### src/rtl/shift_sequencer_pkg.sv
// shiftpkg: command, slice-mode and sequencer-state types shared by the
// sequencer, its step counter and the mc10141 slice model.
package shiftpkg;

  // Commands accepted over the valid/ready handshake
  typedef enum logic [1:0] {
    CMD_LOAD  = 2'd0,
    CMD_TOLSB = 2'd1,
    CMD_TOMSB = 2'd2,
    CMD_NOP   = 2'd3
  } tShCmd;

  // {op2,op1} as seen by every mc10141 slice
  typedef enum logic [1:0] {
    LOAD   = 2'b00,
    SHIFTL = 2'b01,
    SHIFTR = 2'b10,
    HOLD   = 2'b11
  } tMode;

  typedef enum logic [1:0] {
    IDLE,
    LOADING,
    SHIFTING,
    DONE
  } tSeqState;

  // Slice mode used to move the register in the commanded direction
  function automatic tMode shift_mode(input tShCmd op);
    return (op == CMD_TOMSB) ? SHIFTR : SHIFTL;
  endfunction

endpackage

### src/rtl/shift_sequencer_if.sv
// shift_sequencer_if: command handshake plus the slice-chain drive/feedback.
// master = requester / slice chain side, slave = sequencer.
interface shift_sequencer_if #(
  parameter int CNTW = 6
) ();
  import shiftpkg::*;

  logic            cmd_valid;
  logic            cmd_ready;
  tShCmd           cmd_op;
  logic [CNTW-1:0] cmd_count;
  logic            cmd_fill;
  logic            cmd_rot;
  logic            abort;
  logic            q_msb;
  logic            q_lsb;
  logic            op2;
  logic            op1;
  logic            shft0in;
  logic            shft3in;
  logic            busy;
  logic            done;

  modport master (
    output cmd_valid, cmd_op, cmd_count, cmd_fill, cmd_rot, abort, q_msb, q_lsb,
    input  cmd_ready, op2, op1, shft0in, shft3in, busy, done
  );

  modport slave (
    input  cmd_valid, cmd_op, cmd_count, cmd_fill, cmd_rot, abort, q_msb, q_lsb,
    output cmd_ready, op2, op1, shft0in, shft3in, busy, done
  );

endinterface

### src/rtl/shift_sequencer_step_counter.sv
// shift_step_counter: loadable down-counter of remaining shift steps.
// last is high while exactly one step remains.
module shift_step_counter #(
  parameter int CNTW = 6
) (
  input  logic            clk,
  input  logic            rst,
  input  logic            load,
  input  logic            dec,
  input  logic [CNTW-1:0] din,
  output logic            last
);

  logic [CNTW-1:0] cnt;

  // Load takes priority; decrement once per shifting cycle
  always_ff @(posedge clk or posedge rst) begin
    if (rst)       cnt <= '0;
    else if (load) cnt <= din;
    else if (dec)  cnt <= cnt - 1'b1;
  end

  assign last = (cnt == CNTW'(1));

endmodule

### src/rtl/shift_sequencer.sv
// shift_sequencer: runs one LOAD / shift / NOP command at a time on a chain
// of mc10141 4-bit slices by driving the shared mode lines and the two
// chain-end serial inputs.
// Optional feature macro: SHSEQ_ROTATE_EN (rotate through the chain ends).
module shift_sequencer
  import shiftpkg::*;
#(
  parameter int WIDTH = 36,
  parameter int CNTW  = 6
) (
  input logic              clk,
  input logic              rst,
  shift_sequencer_if.slave bus
);

  if (WIDTH % 4 != 0) begin : g_width_chk
    $error("shift_sequencer: WIDTH must be a multiple of 4");
  end

  tSeqState state, state_nx;
  tMode     mode_q, mode_nx;
  tShCmd    op_q, op_sel;
  logic     fill_q;
  logic     accept;
  logic     cnt_dec;
  logic     cnt_last;
  logic     sin0, sin3;

  assign accept = bus.cmd_valid && (state == IDLE);
  // Direction for the first shifting cycle comes straight from the bus
  assign op_sel = accept ? bus.cmd_op : op_q;

  shift_step_counter #(.CNTW(CNTW)) u_cnt (
    .clk  (clk),
    .rst  (rst),
    .load (accept),
    .dec  (cnt_dec),
    .din  (bus.cmd_count),
    .last (cnt_last)
  );

  // State, latched command and registered mode lines
  always_ff @(posedge clk or posedge rst) begin
    if (rst) begin
      state  <= IDLE;
      mode_q <= HOLD;
      op_q   <= CMD_NOP;
      fill_q <= 1'b0;
    end else begin
      state  <= state_nx;
      mode_q <= mode_nx;
      if (accept) begin
        op_q   <= bus.cmd_op;
        fill_q <= bus.cmd_fill;
      end
    end
  end

  // Next state, counter decrement and the mode to present next cycle
  always_comb begin
    state_nx = state;
    cnt_dec  = 1'b0;
    mode_nx  = HOLD;
    case (state)
      IDLE: begin
        if (bus.cmd_valid) begin
          case (bus.cmd_op)
            CMD_LOAD:             state_nx = LOADING;
            CMD_TOLSB, CMD_TOMSB: state_nx = (bus.cmd_count != '0) ? SHIFTING : DONE;
            default:              state_nx = DONE;
          endcase
        end
      end
      LOADING:  state_nx = DONE;
      SHIFTING: begin
        cnt_dec = 1'b1;
        if (bus.abort || cnt_last) state_nx = DONE;
      end
      default:  state_nx = IDLE;
    endcase
    case (state_nx)
      LOADING:  mode_nx = LOAD;
      SHIFTING: mode_nx = shift_mode(op_sel);
      default:  mode_nx = HOLD;
    endcase
  end

`ifdef SHSEQ_ROTATE_EN
  logic rot_q;

  // Rotate request is held for the whole command
  always_ff @(posedge clk or posedge rst) begin
    if (rst)         rot_q <= 1'b0;
    else if (accept) rot_q <= bus.cmd_rot;
  end

  // Rotating feeds the bit leaving the far end straight back in
  assign sin0 = rot_q ? bus.q_lsb : fill_q;
  assign sin3 = rot_q ? bus.q_msb : fill_q;
`else
  // Rotate request and chain feedback have no effect in this build
  logic unused_rot;
  assign unused_rot = ^{bus.cmd_rot, bus.q_msb, bus.q_lsb};

  assign sin0 = fill_q;
  assign sin3 = fill_q;
`endif

  // Only the end being shifted into sees data; the other end is held low
  assign bus.shft0in   = (mode_q == SHIFTL) && sin0;
  assign bus.shft3in   = (mode_q == SHIFTR) && sin3;
  assign bus.op2       = mode_q[1];
  assign bus.op1       = mode_q[0];
  assign bus.cmd_ready = (state == IDLE);
  assign bus.busy      = (state != IDLE);
  assign bus.done      = (state == DONE);

endmodule
### src/flat_wrapper.sv
// flat-port wrapper written by rule: the top's interface ports become plain ports
module shift_sequencer_flat import shiftpkg::*;
#(
  parameter int WIDTH = 36,
  parameter int CNTW  = 6
)
  (clk, rst, bus_cmd_valid, bus_cmd_op, bus_cmd_count, bus_cmd_fill, bus_cmd_rot, bus_abort, bus_q_msb, bus_q_lsb, bus_cmd_ready, bus_op2, bus_op1, bus_shft0in, bus_shft3in, bus_busy, bus_done);
  shift_sequencer_if #(.CNTW(CNTW)) bus_i ();
  input logic clk;
  input logic rst;
  input wire logic [$bits(bus_i.cmd_valid)-1:0] bus_cmd_valid;
  input wire logic [$bits(bus_i.cmd_op)-1:0] bus_cmd_op;
  input wire logic [$bits(bus_i.cmd_count)-1:0] bus_cmd_count;
  input wire logic [$bits(bus_i.cmd_fill)-1:0] bus_cmd_fill;
  input wire logic [$bits(bus_i.cmd_rot)-1:0] bus_cmd_rot;
  input wire logic [$bits(bus_i.abort)-1:0] bus_abort;
  input wire logic [$bits(bus_i.q_msb)-1:0] bus_q_msb;
  input wire logic [$bits(bus_i.q_lsb)-1:0] bus_q_lsb;
  output wire logic [$bits(bus_i.cmd_ready)-1:0] bus_cmd_ready;
  output wire logic [$bits(bus_i.op2)-1:0] bus_op2;
  output wire logic [$bits(bus_i.op1)-1:0] bus_op1;
  output wire logic [$bits(bus_i.shft0in)-1:0] bus_shft0in;
  output wire logic [$bits(bus_i.shft3in)-1:0] bus_shft3in;
  output wire logic [$bits(bus_i.busy)-1:0] bus_busy;
  output wire logic [$bits(bus_i.done)-1:0] bus_done;
  assign bus_i.cmd_valid = bus_cmd_valid;
  assign bus_i.cmd_op = bus_cmd_op;
  assign bus_i.cmd_count = bus_cmd_count;
  assign bus_i.cmd_fill = bus_cmd_fill;
  assign bus_i.cmd_rot = bus_cmd_rot;
  assign bus_i.abort = bus_abort;
  assign bus_i.q_msb = bus_q_msb;
  assign bus_i.q_lsb = bus_q_lsb;
  assign bus_cmd_ready = bus_i.cmd_ready;
  assign bus_op2 = bus_i.op2;
  assign bus_op1 = bus_i.op1;
  assign bus_shft0in = bus_i.shft0in;
  assign bus_shft3in = bus_i.shft3in;
  assign bus_busy = bus_i.busy;
  assign bus_done = bus_i.done;
  shift_sequencer #(.WIDTH(WIDTH), .CNTW(CNTW)) u_core (.clk(clk), .rst(rst), .bus(bus_i));
endmodule
### config.mk
export PLATFORM = sky130hd
export DESIGN_NAME = shift_sequencer_flat
export DESIGN_NICKNAME = d
export VERILOG_FILES = /design/src/rtl/shift_sequencer_pkg.sv /design/src/rtl/shift_sequencer_if.sv /design/src/rtl/shift_sequencer_step_counter.sv /design/src/rtl/shift_sequencer.sv /design/src/flat_wrapper.sv
export SDC_FILE = /design/constraint.sdc
export NUM_CORES = 1
export LEC_CHECK = 0
export BUFFER_PORTS_ARGS = -buffer_cell sky130_fd_sc_hd__buf_4
export CAP_MARGIN = 40
export CORE_MARGIN = 3
export CORE_UTILIZATION = 54
export DETAILED_ROUTE_END_ITERATION = 10
export PLACE_DENSITY_LB_ADDON = 0.2
export SLEW_MARGIN = 15
export SYNTH_ARGS = -nofsm -noshare
export SYNTH_HDL_FRONTEND = slang
export SYNTH_SLANG_ARGS = --single-unit
### constraint.sdc
create_clock -name clk -period 4.7 [get_ports clk]
set_input_delay 0.47 -clock clk [delete_from_list [all_inputs] [get_ports clk]]
set_output_delay 0.47 -clock clk [all_outputs]
set_load 0.005 [all_outputs]
* Word-level counts from Yosys, hierarchy flattened *
Index checks and enable logic that the tools add are counted.

cells by class
  add/subtract/negate cells = 1
  multiply operators = 0
  divide/modulo/power cells = 0
  magnitude comparators = 0
  equal/unequal tests = 11
  shifts and indexed selects = 0
  multiplexer cells = 11
  bitwise gates (word level) = 0
  reductions and logical operators = 10

operator list
  operator                                           number
  == test 2 bit (second input constant)              6
  two-way mux 6 bit                                  2
  == test 2 x 1 -> 1 bit (second input constant)     4
  two-way mux 2 bit                                  4
  one-hot mux 2 bit (2 select lines)                 2
  == test 6 x 1 -> 1 bit (second input constant)     1
  one-hot mux 2 bit (3 select lines)                 1
  nonzero test 6 bit                                 1
  subtractor 6 x 1 -> 6 bit (second input constant)  1
  zero test 2 bit                                    2
  nonzero test 2 bit                                 2
  logical AND 1 bit                                  3
  two-way mux 1 bit                                  2
  OR reduction 2 bit                                 1
  logical OR 1 bit                                   1

word-level totals
  register bits after elaboration = 13
  latch bits = 0
  memory bits (writable) = 0
  bits in read-only memories = 0
  bits of input ports = 16
  output and inout bits = 7
  logic and storage cells = 38
  memories = 0

* Logic depth before layout (Yosys ltp) *
Gate-level depths: netlist of the first run.

  depth after elaboration = 7
  depth in mapped cells = 7
  gate-level depth less buffers = 6

* Cells and area by module *
Synthesis of the first run repeated with hierarchy kept, for this count alone.

second synthesis, totals
  cells, all modules = 88
  area total of the unflattened synthesis = 849.6 µm²

modules (own cells, without submodules)
  module              times used  cells an instance  area each (µm²)  seq. area each (µm²)
  shift_sequencer     1           50                 483.0            180.2
  shift_step_counter  1           38                 366.6            150.1

* Worst setup path after synthesis of the first run *
Ideal clock, no wire load.

  kind = in2reg
  start = input bus_cmd_op[0]
  end = register u_core.mode_q[0]
  setup time = 75 ps
  data arrival time = 1637 ps
  required time = 4625 ps
  path slack = 2988 ps
  stages = 6
  path buffers = 0
  cell sequence = inv_1 > ha_1 > nor4b_1 > a2111oi_0 > o21a_2 > mux2i_1

between the ends
  longest elaborated chain between the ends = 7
  elaborated cells on any way between the ends = 13
  classes of those cells = eq/ne: 5; mux: 6; reduce/logical: 2

RTL lines
  what                                                            line                   text
  from (decl)                                                     flat_wrapper.sv:12     input wire logic [$bits(bus_i.cmd_op)-1:0] bus_cmd_op;
  == test 2 x 1 -> 1 bit / == test 2 bit (equally long branches)  shift_sequencer.sv:67  case (bus.cmd_op)
  OR reduction 2 bit                                              shift_sequencer.sv:67
  one-hot mux 2 bit (2 select lines)                              shift_sequencer.sv:67
  two-way mux 2 bit                                               shift_sequencer.sv:66  if (bus.cmd_valid) begin
  one-hot mux 2 bit (3 select lines)                              shift_sequencer.sv:64  case (state)
  == test 2 bit / == test 2 x 1 -> 1 bit (equally long branches)  shift_sequencer.sv:81  case (state_nx)
  one-hot mux 2 bit (2 select lines) *                            shift_sequencer.sv:81
  net u_core.mode_nx[0]                                           shift_sequencer.sv:21  tMode mode_q, mode_nx;
  to (signal assigned)                                            shift_sequencer.sv:51  mode_q <= mode_nx;
  to (decl)                                                       shift_sequencer.sv:21

The timed path passes the listed nets; every way through them passes the cells marked *.
A chain may end at the register's enable or synchronous reset.

* Final worst setup path of the first run *
  start = register u_core.state[0]
  end = register u_core.mode_q[0]

between the ends
  longest elaborated chain between the ends = 6
  elaborated cells on any way between the ends = 13
  classes of those cells = eq/ne: 5; mux: 6; reduce/logical: 2

RTL lines
  what                                  line                                          text
  from (decl)                           shift_sequencer.sv:20                         tSeqState state, state_nx;
  from (signal assigned)                shift_sequencer.sv:50                         state <= state_nx;
  zero test 2 bit                       shift_sequencer.sv:29, shift_sequencer.sv:64
  logical AND 1 bit                     shift_sequencer.sv:29                         assign accept = bus.cmd_valid && (state == IDLE);
  two-way mux 2 bit                     shift_sequencer.sv:31                         assign op_sel = accept ? bus.cmd_op : op_q;
  == test 2 bit                         shift_sequencer_pkg.sv:30                     return (op == CMD_TOMSB) ? SHIFTR : SHIFTL;
  two-way mux 2 bit                     shift_sequencer_pkg.sv:30
  one-hot mux 2 bit (2 select lines) *  shift_sequencer.sv:81
  net u_core.mode_nx[0]                 shift_sequencer.sv:21

Marks and branches as above.

==> results of run 1 <==
-- through the flow --
step | cells | hold WS, ns
6_report | 124 | 0.215
5_1_grt | 124 | 0.235
4_1_cts | 124 | 0.238
3_5_place_dp | 120 | 0.467
3_3_place_gp | 120 | 0.463
2_1_floorplan | 88 | 0.344
-- area by class of cell --
class	instances	area [µm²]	area share (%)
Multi-Input combinational cell	63	483	46.5
Sequential cell	13	330	31.8
Timing Repair Buffer	19	143	13.7
Inverter	10	37.5	3.61
Clock buffer	4	26.3	2.53
Tap cell	15	18.8	1.81
-- per-layer routing --
metal / part of all wire (%) / GRT usage, %
met5: 0 / 0
met4: 1.6 / 8.52
met3: 6.1 / 2.77
met2: 47 / 30.5
met1: 45 / 23.7
-- worst reg2reg max path, cell delays in order, from the launching register on --
cell and delay, ns:
dfrtp_1 0.44, inv_1 0.10, ha_1 0.25, nand2_1 0.40
or3_1 0.45, a221oi_1 0.26, mux2i_1 0.12
-- flip-flops by register name, indices dropped and copies added (netlist names) --
| signal | cells |
|---|---|
| u_core.u_cnt.cnt | 6 |
| u_core.mode_q | 2 |
| u_core.op_q | 2 |
| u_core.state | 2 |
| u_core.fill_q | 1 |
-- cell usage after synthesis, types with 2 or more instances --
| cell | number | area (µm²) |
|---|---|---|
| dfrtp_1 | 9 | 225 |
| ha_1 | 9 | 113 |
| inv_1 | 9 | 33.8 |
| nor2_1 | 9 | 33.8 |
| a21oi_1 | 7 | 35.0 |
| nand2_1 | 6 | 22.5 |
| dfstp_2 | 4 | 105 |
| nor3_1 | 3 | 15.0 |
| o21ai_1 | 3 | 15.0 |
| xnor2_1 | 3 | 26.3 |
| mux2_1 | 2 | 22.5 |
| mux2i_1 | 2 | 20.0 |
| nor2b_1 | 2 | 12.5 |
| xor2_1 | 2 | 17.5 |
-- where the power goes --
part	switching, W	internal, W	total [W]
clock	0.0000392	0.0000329	0.0000721
combinational	0.000163	0.000177	0.000341
sequential	0.0000510	0.000181	0.000232
-- final timing paths --
path | endpoint | slack (ns) | cells past startpoint
max | u_core.mode_q[0] | 2.61 | 6
min reg2reg | u_core.op_q[0] | 0.48 | 2
min | u_core.u_cnt.cnt[0] | 0.21 | 2
max in group asynchronous | u_core.op_q[1] | 4.12 | 2
min in group clk | u_core.fill_q | 0.41 | 2
max reg2reg | u_core.mode_q[0] | 2.61 | 6
-- cells by family (layout without fill, tap and decap cells) --
logic type | Yosys count | count (layout) | synth area share [%]
AOI/OAI and AO/OA | 17 | 17 | 14.3
xor gates and xnor gates | 5 | 5 | 5.06
adders and majority gates | 9 | 9 | 13.0
buffers and inverters | 12 | 33 | 6.07
DFF | 13 | 13 | 38.2
muxes | 4 | 4 | 4.91
and+or+nand+nor | 28 | 28 | 18.5
==> flow_summary.json, run 1 <==
{
  "hold_violations": 0,
  "root_buffer": "clkbuf_4",
  "crit_type": "reg2reg",
  "drc": 0,
  "drv_cap": 0,
  "synth_seq_cells": 13,
  "syn_area_um2": 866,
  "insertion_delay_ns": 0.28,
  "worstPathRequired_ns": 4.90,
  "antenna_found_initial": 0,
  "num_vias": 710,
  "nets": 135,
  "drt_iter0_drc": 11,
  "status": "finished clean",
  "viasPerCell": 5.73,
  "die_y_um": 46.0,
  "rows": 13,
  "final_core_util_pct": 74.2,
  "relSlewSlack_pct": 59.0,
  "n_fill_cell": 117,
  "setup_viol_count_final": 0,
  "r2r-start": "u_core.state[0]",
  "cts_hold_buf": 0,
  "cpLargestDelayFamily": "simple AND/OR/NAND/NOR gates",
  "dr.pass1.iters": 4,
  "layout-drive-gt1-share_pct": 28.4,
  "core-area_um2": 1400,
  "finClkSkew_ns": 0.00843,
  "wl_um": 1700,
  "max_freq_mhz": 479,
  "critPathLaunch": "u_core.state[0]",
  "leakage_nw": 0.485,
  "period_minus_slack_ns": 2.09,
  "hold_path_class": "in2async",
  "irDropWorstVdd_mv": 0.366,
  "initial_core_util_pct": 61.9,
  "post-cts-setup-buffers": 0,
  "grt_max_degree": 21,
  "worstSetupStartpointType": "flop",
  "port_buffers": 19,
  "finalWeightedCongestion": 0.770,
  "critPathMaxStageDelay_ns": 0.45,
  "layout_commonest_cell": "buf_4",
  "final_cell_mix": "buf_4, nor2_1, inv_1, ha_1, dfrtp_1",
  "dp_slack_ns": 2.64,
  "diodes": 0,
  "grt_setup_unrepaired": "no",
  "ys_seq_area_share_pct": 38.2,
  "cts_resized": 0,
  "arrival_ns": 2.29,
  "syn_area_per_cell_um2": 9.84,
  "fin_area_um2": 1040,
  "synthFlopType": "dfrtp_1",
  "tightest_slew_ns": 0.613,
  "track_usage_pct": 18.6,
  "wl_per_cell_um": 13.7,
  "cp_max_fo": 20,
  "slew_violations": 0,
  "gr-total-overflow": 0,
  "grt_pass1_wl_um": 2770,
  "cp.buffers_inverters": 1,
  "htree_levels": 1,
  "period_share_pct": 44.5,
  "postPlaceCellArea_um2": 1010,
  "cts_sinks": 13,
  "ioPinCount": 23,
  "hpwl_um": 1290,
  "cpMaxStageDelayCell": "or3_1",
  "grt_pass1_vias": 644,
  "fp.dieW_um": 46.0,
  "path_cells": "inv_1 > ha_1 > nand2_1 > or3_1 > a221oi_1 > mux2i_1",
  "syn_nets": 113,
  "total_power_w": 0.000644,
  "ant_nets": 0,
  "endpoint_kind": "flop",
  "fin_setup_tns_ns": 0,
  "area_growth_pct": 19.9,
  "synth_cell_types": 32,
  "syn_inst": 88,
  "yosys_warnings": 0,
  "path_clk_slew_ns": 0.09,
  "cts_made_buffers": 3,
  "ys_async_sr_fraction_pct": 100,
  "timing.final.ws_setup_ns": 2.61,
  "cts.path.max_buffers": 2,
  "dieArea_um2": 2120,
  "cts_tree": "yes",
  "synth_edf_count": 0,
  "p_per_area_nw_per_um2": 620
}
Power figures use the tool's default switching activity.
==> run 2, diff against run 1 <==
- ABC_AREA: unset -> 1
- CORE_UTILIZATION: 54 -> 51
- clock period: 4.7 -> 2 ns (I/O delays scaled with it)
==> run 2 against run 1 <==
  * Critical endpoint is now u_core.u_cnt.cnt[5]
  * Highest routed layer unchanged
  * Final cell count grew 23%
  * Synthesized cell count grew 27%
  * Largest cell class unchanged
  * Total power grew to 2.5 times the previous value
  * Worst setup slack lost 2.3 ns
  * Maximum frequency grew 21%
  * Global-route usage grew 0.86 points
  * Register-to-register slack lost 2.3 ns
  * Non-clock buffer count grew 2
  * First-iteration DRC count grew 140%
  * Clock skew shrank 0.0066 ns
  * Area after synthesis grew 2.7%
  * Combinational power grew to 2.7 times the previous value
==> flow_summary.json, run 2 <==
{
  "status": "finished clean",
  "period_share_pct": 86.6,
  "rows": 14,
  "yosys.area.top_type_share_pct": 25.3,
  "drt_iter0_drc": 26,
  "fin_area_um2": 1080,
  "hold_violations": 0,
  "top_register": "u_core.u_cnt.cnt",
  "htree_levels": 1,
  "synthTopCellsByArea": "dfrtp_1, ha_1, dfstp_2",
  "ant_nets": 0,
  "root_buffer": "clkbuf_4",
  "ys_seq_area_share_pct": 37.1,
  "hpwl_um": 1530,
  "hold_path_class": "in2reg",
  "endpoint_kind": "flop",
  "worstPathRequired_ns": 2.18,
  "wl_um": 1900,
  "cts_sinks": 13,
  "cpMaxStageDelayCell": "dfrtp_1",
  "total_power_w": 0.00162,
  "track_usage_pct": 19.4,
  "post-synth-top-count-cell": "nand2_1",
  "tightest_slew_ns": 0.480,
  "synth_cell_types": 25,
  "arrival_ns": 1.91,
  "grt_pass1_wl_um": 3000,
  "cts_made_buffers": 3,
  "grt_max_degree": 14,
  "dr.pass1.iters": 6,
  "antenna_found_initial": 0,
  "yosys.area.top_type": "dfrtp_1",
  "cp.buffers_inverters": 2,
  "cpLargestDelayFamily": "flip-flops",
  "max_freq_mhz": 577,
  "ys_async_sr_fraction_pct": 100,
  "fp.dieW_um": 47.8,
  "cts_tree": "yes",
  "p_per_area_nw_per_um2": 1500,
  "setup_viol_count_final": 0,
  "netlist_top_cells_count": "nand2_1, inv_1, nor2_1",
  "fin_setup_tns_ns": 0,
  "worstSetupStartpointType": "flop",
  "syn_nets": 137,
  "critPathMaxStageDelay_ns": 0.43,
  "diodes": 0,
  "finClkSkew_ns": 0.00182,
  "drc": 0,
  "synth_seq_cells": 13,
  "ioPinCount": 23,
  "relSlewSlack_pct": 68.0,
  "nets": 162,
  "period_minus_slack_ns": 1.73,
  "core-area_um2": 1580,
  "cp_max_fo": 7,
  "post-cts-setup-buffers": 0,
  "synthFlopType": "dfrtp_1",
  "port_buffers": 19,
  "dieArea_um2": 2280,
  "grt_setup_unrepaired": "no",
  "largest_reg_flops": 6,
  "path_clk_slew_ns": 0.08,
  "layout_commonest_cell": "nand2_1",
  "layout-drive-gt1-share_pct": 25.7,
  "drv_cap": 0,
  "leakage_nw": 0.586,
  "path_cells": "inv_1 > ha_1 > nand2_2 > inv_2 > nor2_1 > a32o_1 > a21o_1",
  "yosys_warnings": 0,
  "num_vias": 823,
  "syn_area_um2": 890,
  "timing.hold.ws_ns": 0.126,
  "n_fill_cell": 134,
  "final_cell_mix": "nand2_1, inv_1, buf_4, nor2_1",
  "die_y_um": 47.8,
  "grt_pass1_vias": 723,
  "syn_inst": 112,
  "synth_edf_count": 0,
  "finalWeightedCongestion": 0.897,
  "wl_per_cell_um": 12.5,
  "initial_core_util_pct": 56.4,
  "slew_violations": 0,
  "cts.path.max_buffers": 2,
  "area_growth_pct": 21.9,
  "gr-total-overflow": 0,
  "postPlaceCellArea_um2": 1050,
  "insertion_delay_ns": 0.28,
  "crit_type": "reg2reg",
  "viasPerCell": 5.41,
  "irDropWorstVdd_mv": 0.918,
  "syn_area_per_cell_um2": 7.94
}
[run 2: changes by cell type in the layout (fill, tap and decap cells not counted), moves of 2 or more]
| cell | previous run | this run |
|---|---|---|
| xnor2_1 | 3 | 0 |
| nand2_1 | 6 | 25 |
| a21oi_1 | 7 | 5 |
| o21ai_1 | 3 | 0 |
| inv_1 | 9 | 21 |
| o221ai_1 | 0 | 3 |
| nor2b_1 | 2 | 0 |
| nand3_1 | 0 | 8 |
| mux2i_1 | 2 | 0 |
| mux2_1 | 2 | 0 |
[run 2: where the power goes]
group	internal [W]	switching [W]	total [W]	leakage (nW)
Clock	0.0000775	0.0000932	0.000171	0.0150
Sequential	0.000426	0.000108	0.000534	0.151
Combinational	0.000404	0.000514	0.000918	0.420
[run 2: area by class of cell]
cell class	instances	area (µm²)	share of cell area (%)
repair buffers	21	160	14.8
multi-input cells	76	465	42.9
inverters	22	82.6	7.61
well taps	16	20.0	1.85
flip-flops and latches	13	330	30.4
clock buffers	4	26.3	2.42
[run 2: cell families (layout without fill, tap and decap cells)]
kind of cell,after synthesis,count (layout),share of synthesized area [%]
AO/OA/AOI/OAI,16,16,13.2
adder cells (fa/ha/maj),9,9,12.7
XOR/XNOR,2,2,1.97
flip-flops,13,13,37.1
AND/OR/NAND/NOR,49,49,24.5
buffers and inverters,23,47,10.5
[run 2: path summary, 6_finish.rpt]
kind	to	cells past startpoint	startpoint	slack [ns]
max	u_core.u_cnt.cnt[5]	7	u_core.state[0]	0.27
min	u_core.fill_q	3	bus_cmd_fill	0.13
max reg2reg	u_core.u_cnt.cnt[5]	7	u_core.state[0]	0.27
min reg2reg	u_core.op_q[1]	2	u_core.op_q[1]	0.50
max in group asynchronous	u_core.mode_q[0]	3	rst	1.17
min in group asynchronous	u_core.u_cnt.cnt[3]	3	rst	0.49
[run 2: routing by layer]
| layer | global-route usage [%] | wire (µm) | part of all wire (%) | vias up |
|---|---|---|---|---|
| li1 | - | - | - | 408 |
| met3 | 3.38 | 111 | 5.8 | 5 |
| met5 | 0 | 0 | 0 | - |
| met4 | 11.3 | 36 | 1.9 | 0 |
| met1 | 24.5 | 831 | 44 | 375 |
| met2 | 30.9 | 921 | 48 | 35 |
[run 2: per-stage QoR]
step                      instances  setup WS, ns  utilization, %
after global routing            152         0.146            68.8
after floorplan                 112         0.551               -
final                           152         0.268            68.8
after CTS                       152         0.275            68.8
after global placement          147         0.366            66.5
after detailed placement        147         0.295            66.5
[run 2: repair_timing]
item | 4_1_cts | 5_1_grt
hold endpoints to repair | 9 | 0
gates resized for setup | 0 | 0
hold buffers | 1 | 0
[run 2: worst reg2reg max path: stages (launching register included)]
cell     delay (ns)
dfrtp_1        0.43
inv_1          0.13
ha_1           0.29
nand2_2        0.18
inv_2          0.13
nor2_1         0.10
a32o_1         0.23
a21o_1         0.15
==> run 3, diff against run 2 <==
- SETUP_SLACK_MARGIN: unset -> 0.3
==> run 3 against run 2 <==
  * Clock skew grew 0.00094 ns
  * Sequential share of layout area shrank 0.28 points
  * Core utilization grew 0.63 points
  * Design area grew 0.92%
  * Hold slack gained 0.00076 ns
  * Routed wire length grew 2.5%
  * Largest cell class unchanged
==> flow_summary.json, run 3 (synthesized netlist as in run 2, its figures left out) <==
{
  "n_fill_cell": 138,
  "root_buffer": "clkbuf_4",
  "initial_core_util_pct": 56.4,
  "grt_pass1_vias": 723,
  "cts.path.max_buffers": 2,
  "endpoint_kind": "flop",
  "area_growth_pct": 23.1,
  "r2r-start": "u_core.state[0]",
  "cts_tree": "yes",
  "hold_depth": 3,
  "r2r_end": "u_core.u_cnt.cnt[5]",
  "holdCritStartpoint": "bus_cmd_fill",
  "relSlewSlack_pct": 67.7,
  "insertion_delay_ns": 0.28,
  "tightest_slew_ns": 0.484,
  "hold_path_class": "in2reg",
  "cts_sinks": 13,
  "path_clk_slew_ns": 0.08,
  "grt_use_met1_pct": 24.5,
  "worstPathRequired_ns": 2.18,
  "core-area_um2": 1580,
  "top_register": "u_core.u_cnt.cnt",
  "finClkSkew_ns": 0.00276,
  "rows": 14,
  "worstSetupStartpointType": "flop",
  "layout-drive-gt1-share_pct": 27.2,
  "final_cell_mix": "nand2_1, inv_1, buf_4, nor2_1, dfrtp_1",
  "timing.hold.ws_ns": 0.127,
  "period_share_pct": 81.8,
  "top_usage_layer": "met2",
  "diodes": 0,
  "arrival_ns": 1.82,
  "crit_type": "reg2reg",
  "hpwl_um": 1530,
  "gr-total-overflow": 0,
  "drc": 0,
  "drv_cap": 0,
  "r2r_cells": 7,
  "fin_setup_tns_ns": 0,
  "finalWeightedCongestion": 0.897,
  "grt_pass1_wl_um": 3000,
  "nets": 162,
  "post-cts-setup-buffers": 0,
  "ioPinCount": 23,
  "use_met2_pct": 30.9,
  "die_y_um": 47.8,
  "status": "finished clean",
  "hold_violations": 0,
  "rrSetupSlack_ns": 0.36,
  "min_to": "u_core.fill_q",
  "htree_levels": 1,
  "leakage_nw": 0.590,
  "num_vias": 814,
  "cts_made_buffers": 3,
  "period_minus_slack_ns": 1.64,
  "max_freq_mhz": 611,
  "grt_max_degree": 14,
  "ant_nets": 0,
  "viasPerCell": 5.36,
  "slew_violations": 0,
  "timing.final.ws_setup_ns": 0.364,
  "setup_viol_count_final": 0,
  "largest_reg_flops": 6,
  "track_usage_pct": 19.4,
  "cp_max_fo": 7,
  "antenna_found_initial": 0,
  "multi_input_area_um2": 475,
  "dp_slack_ns": 0.295,
  "drt_iter0_drc": 28,
  "regArea_um2": 330,
  "dieArea_um2": 2280,
  "wl_per_cell_um": 12.8,
  "wl_um": 1950,
  "grt_util_met3_pct": 3.38,
  "irDropWorstVdd_mv": 0.919,
  "grt_setup_unrepaired": "no",
  "layout_commonest_cell": "nand2_1",
  "fp.dieW_um": 47.8,
  "p_per_area_nw_per_um2": 1500,
  "port_buffers": 19,
  "dr.pass1.iters": 4
}
## run 3: cell counts in the layout (fill, tap and decap cells not counted)
No cell type changed its count.
## run 3: how the worst max path moves through the flow
stage	start	end	slack [ns]	depth (start not counted)
after global placement	u_core.state[0]	u_core.u_cnt.cnt[5]	0.37	7
after global routing	u_core.state[0]	u_core.u_cnt.cnt[5]	0.30	7
after CTS	u_core.state[0]	u_core.u_cnt.cnt[5]	0.34	7
after detailed placement	u_core.state[0]	u_core.u_cnt.cnt[5]	0.29	7
after floorplan	u_core.state[0]	u_core.u_cnt.cnt[5]	0.55	7
final	u_core.state[0]	u_core.u_cnt.cnt[5]	0.36	7
## run 3: layout make-up
cell class | instances | share of cell area (%)
Multi-Input combinational cell | 76 | 43.4
Sequential cell | 13 | 30.2
Timing Repair Buffer | 21 | 14.6
Inverter | 22 | 7.54
Clock buffer | 4 | 2.40
Tap cell | 16 | 1.83
## run 3: worst max-delay path, stage by stage, from the launching register on
cell	delay [ns]
dfrtp_1	0.43
inv_1	0.13
ha_2	0.27
nand2_4	0.11
inv_2	0.12
nor2_1	0.10
a32o_1	0.23
a21o_1	0.15
## run 3: power by group
part	total, W	internal (W)	switching, W
registers	0.000534	0.000426	0.000108
logic	0.000940	0.000415	0.000524
clock network	0.000171	0.0000775	0.0000930
## run 3: routing by layer
metal | share of wire [%] | vias up | wire length, µm
met1 | 44 | 372 | 849
li1 | - | 408 | -
met3 | 5.8 | 5 | 113
met4 | 1.8 | 0 | 35
met5 | 0 | - | 0
met2 | 49 | 29 | 950
## run 3: what timing repair did
item | in CTS | in global routing
cloned | 0 | 0
hold buffers | 1 | 0
hold endpoints to repair | 9 | 0
resized for setup | 1 | 2
endpoints found under the setup margin | 2 | 4
## run 3: per-stage QoR
stage | area, µm² | utilization (%) | std cells | total power (W)
final | 1090 | 69.4 | 152 | 0.00164
after detailed placement | 1050 | 66.5 | 147 | 0.00145
after CTS | 1090 | 69.0 | 152 | 0.00163
after global placement | 1050 | 66.5 | 147 | 0.00140
after global routing | 1090 | 69.4 | 152 | 0.00180
after floorplan | 890 | - | 112 | 0.00118
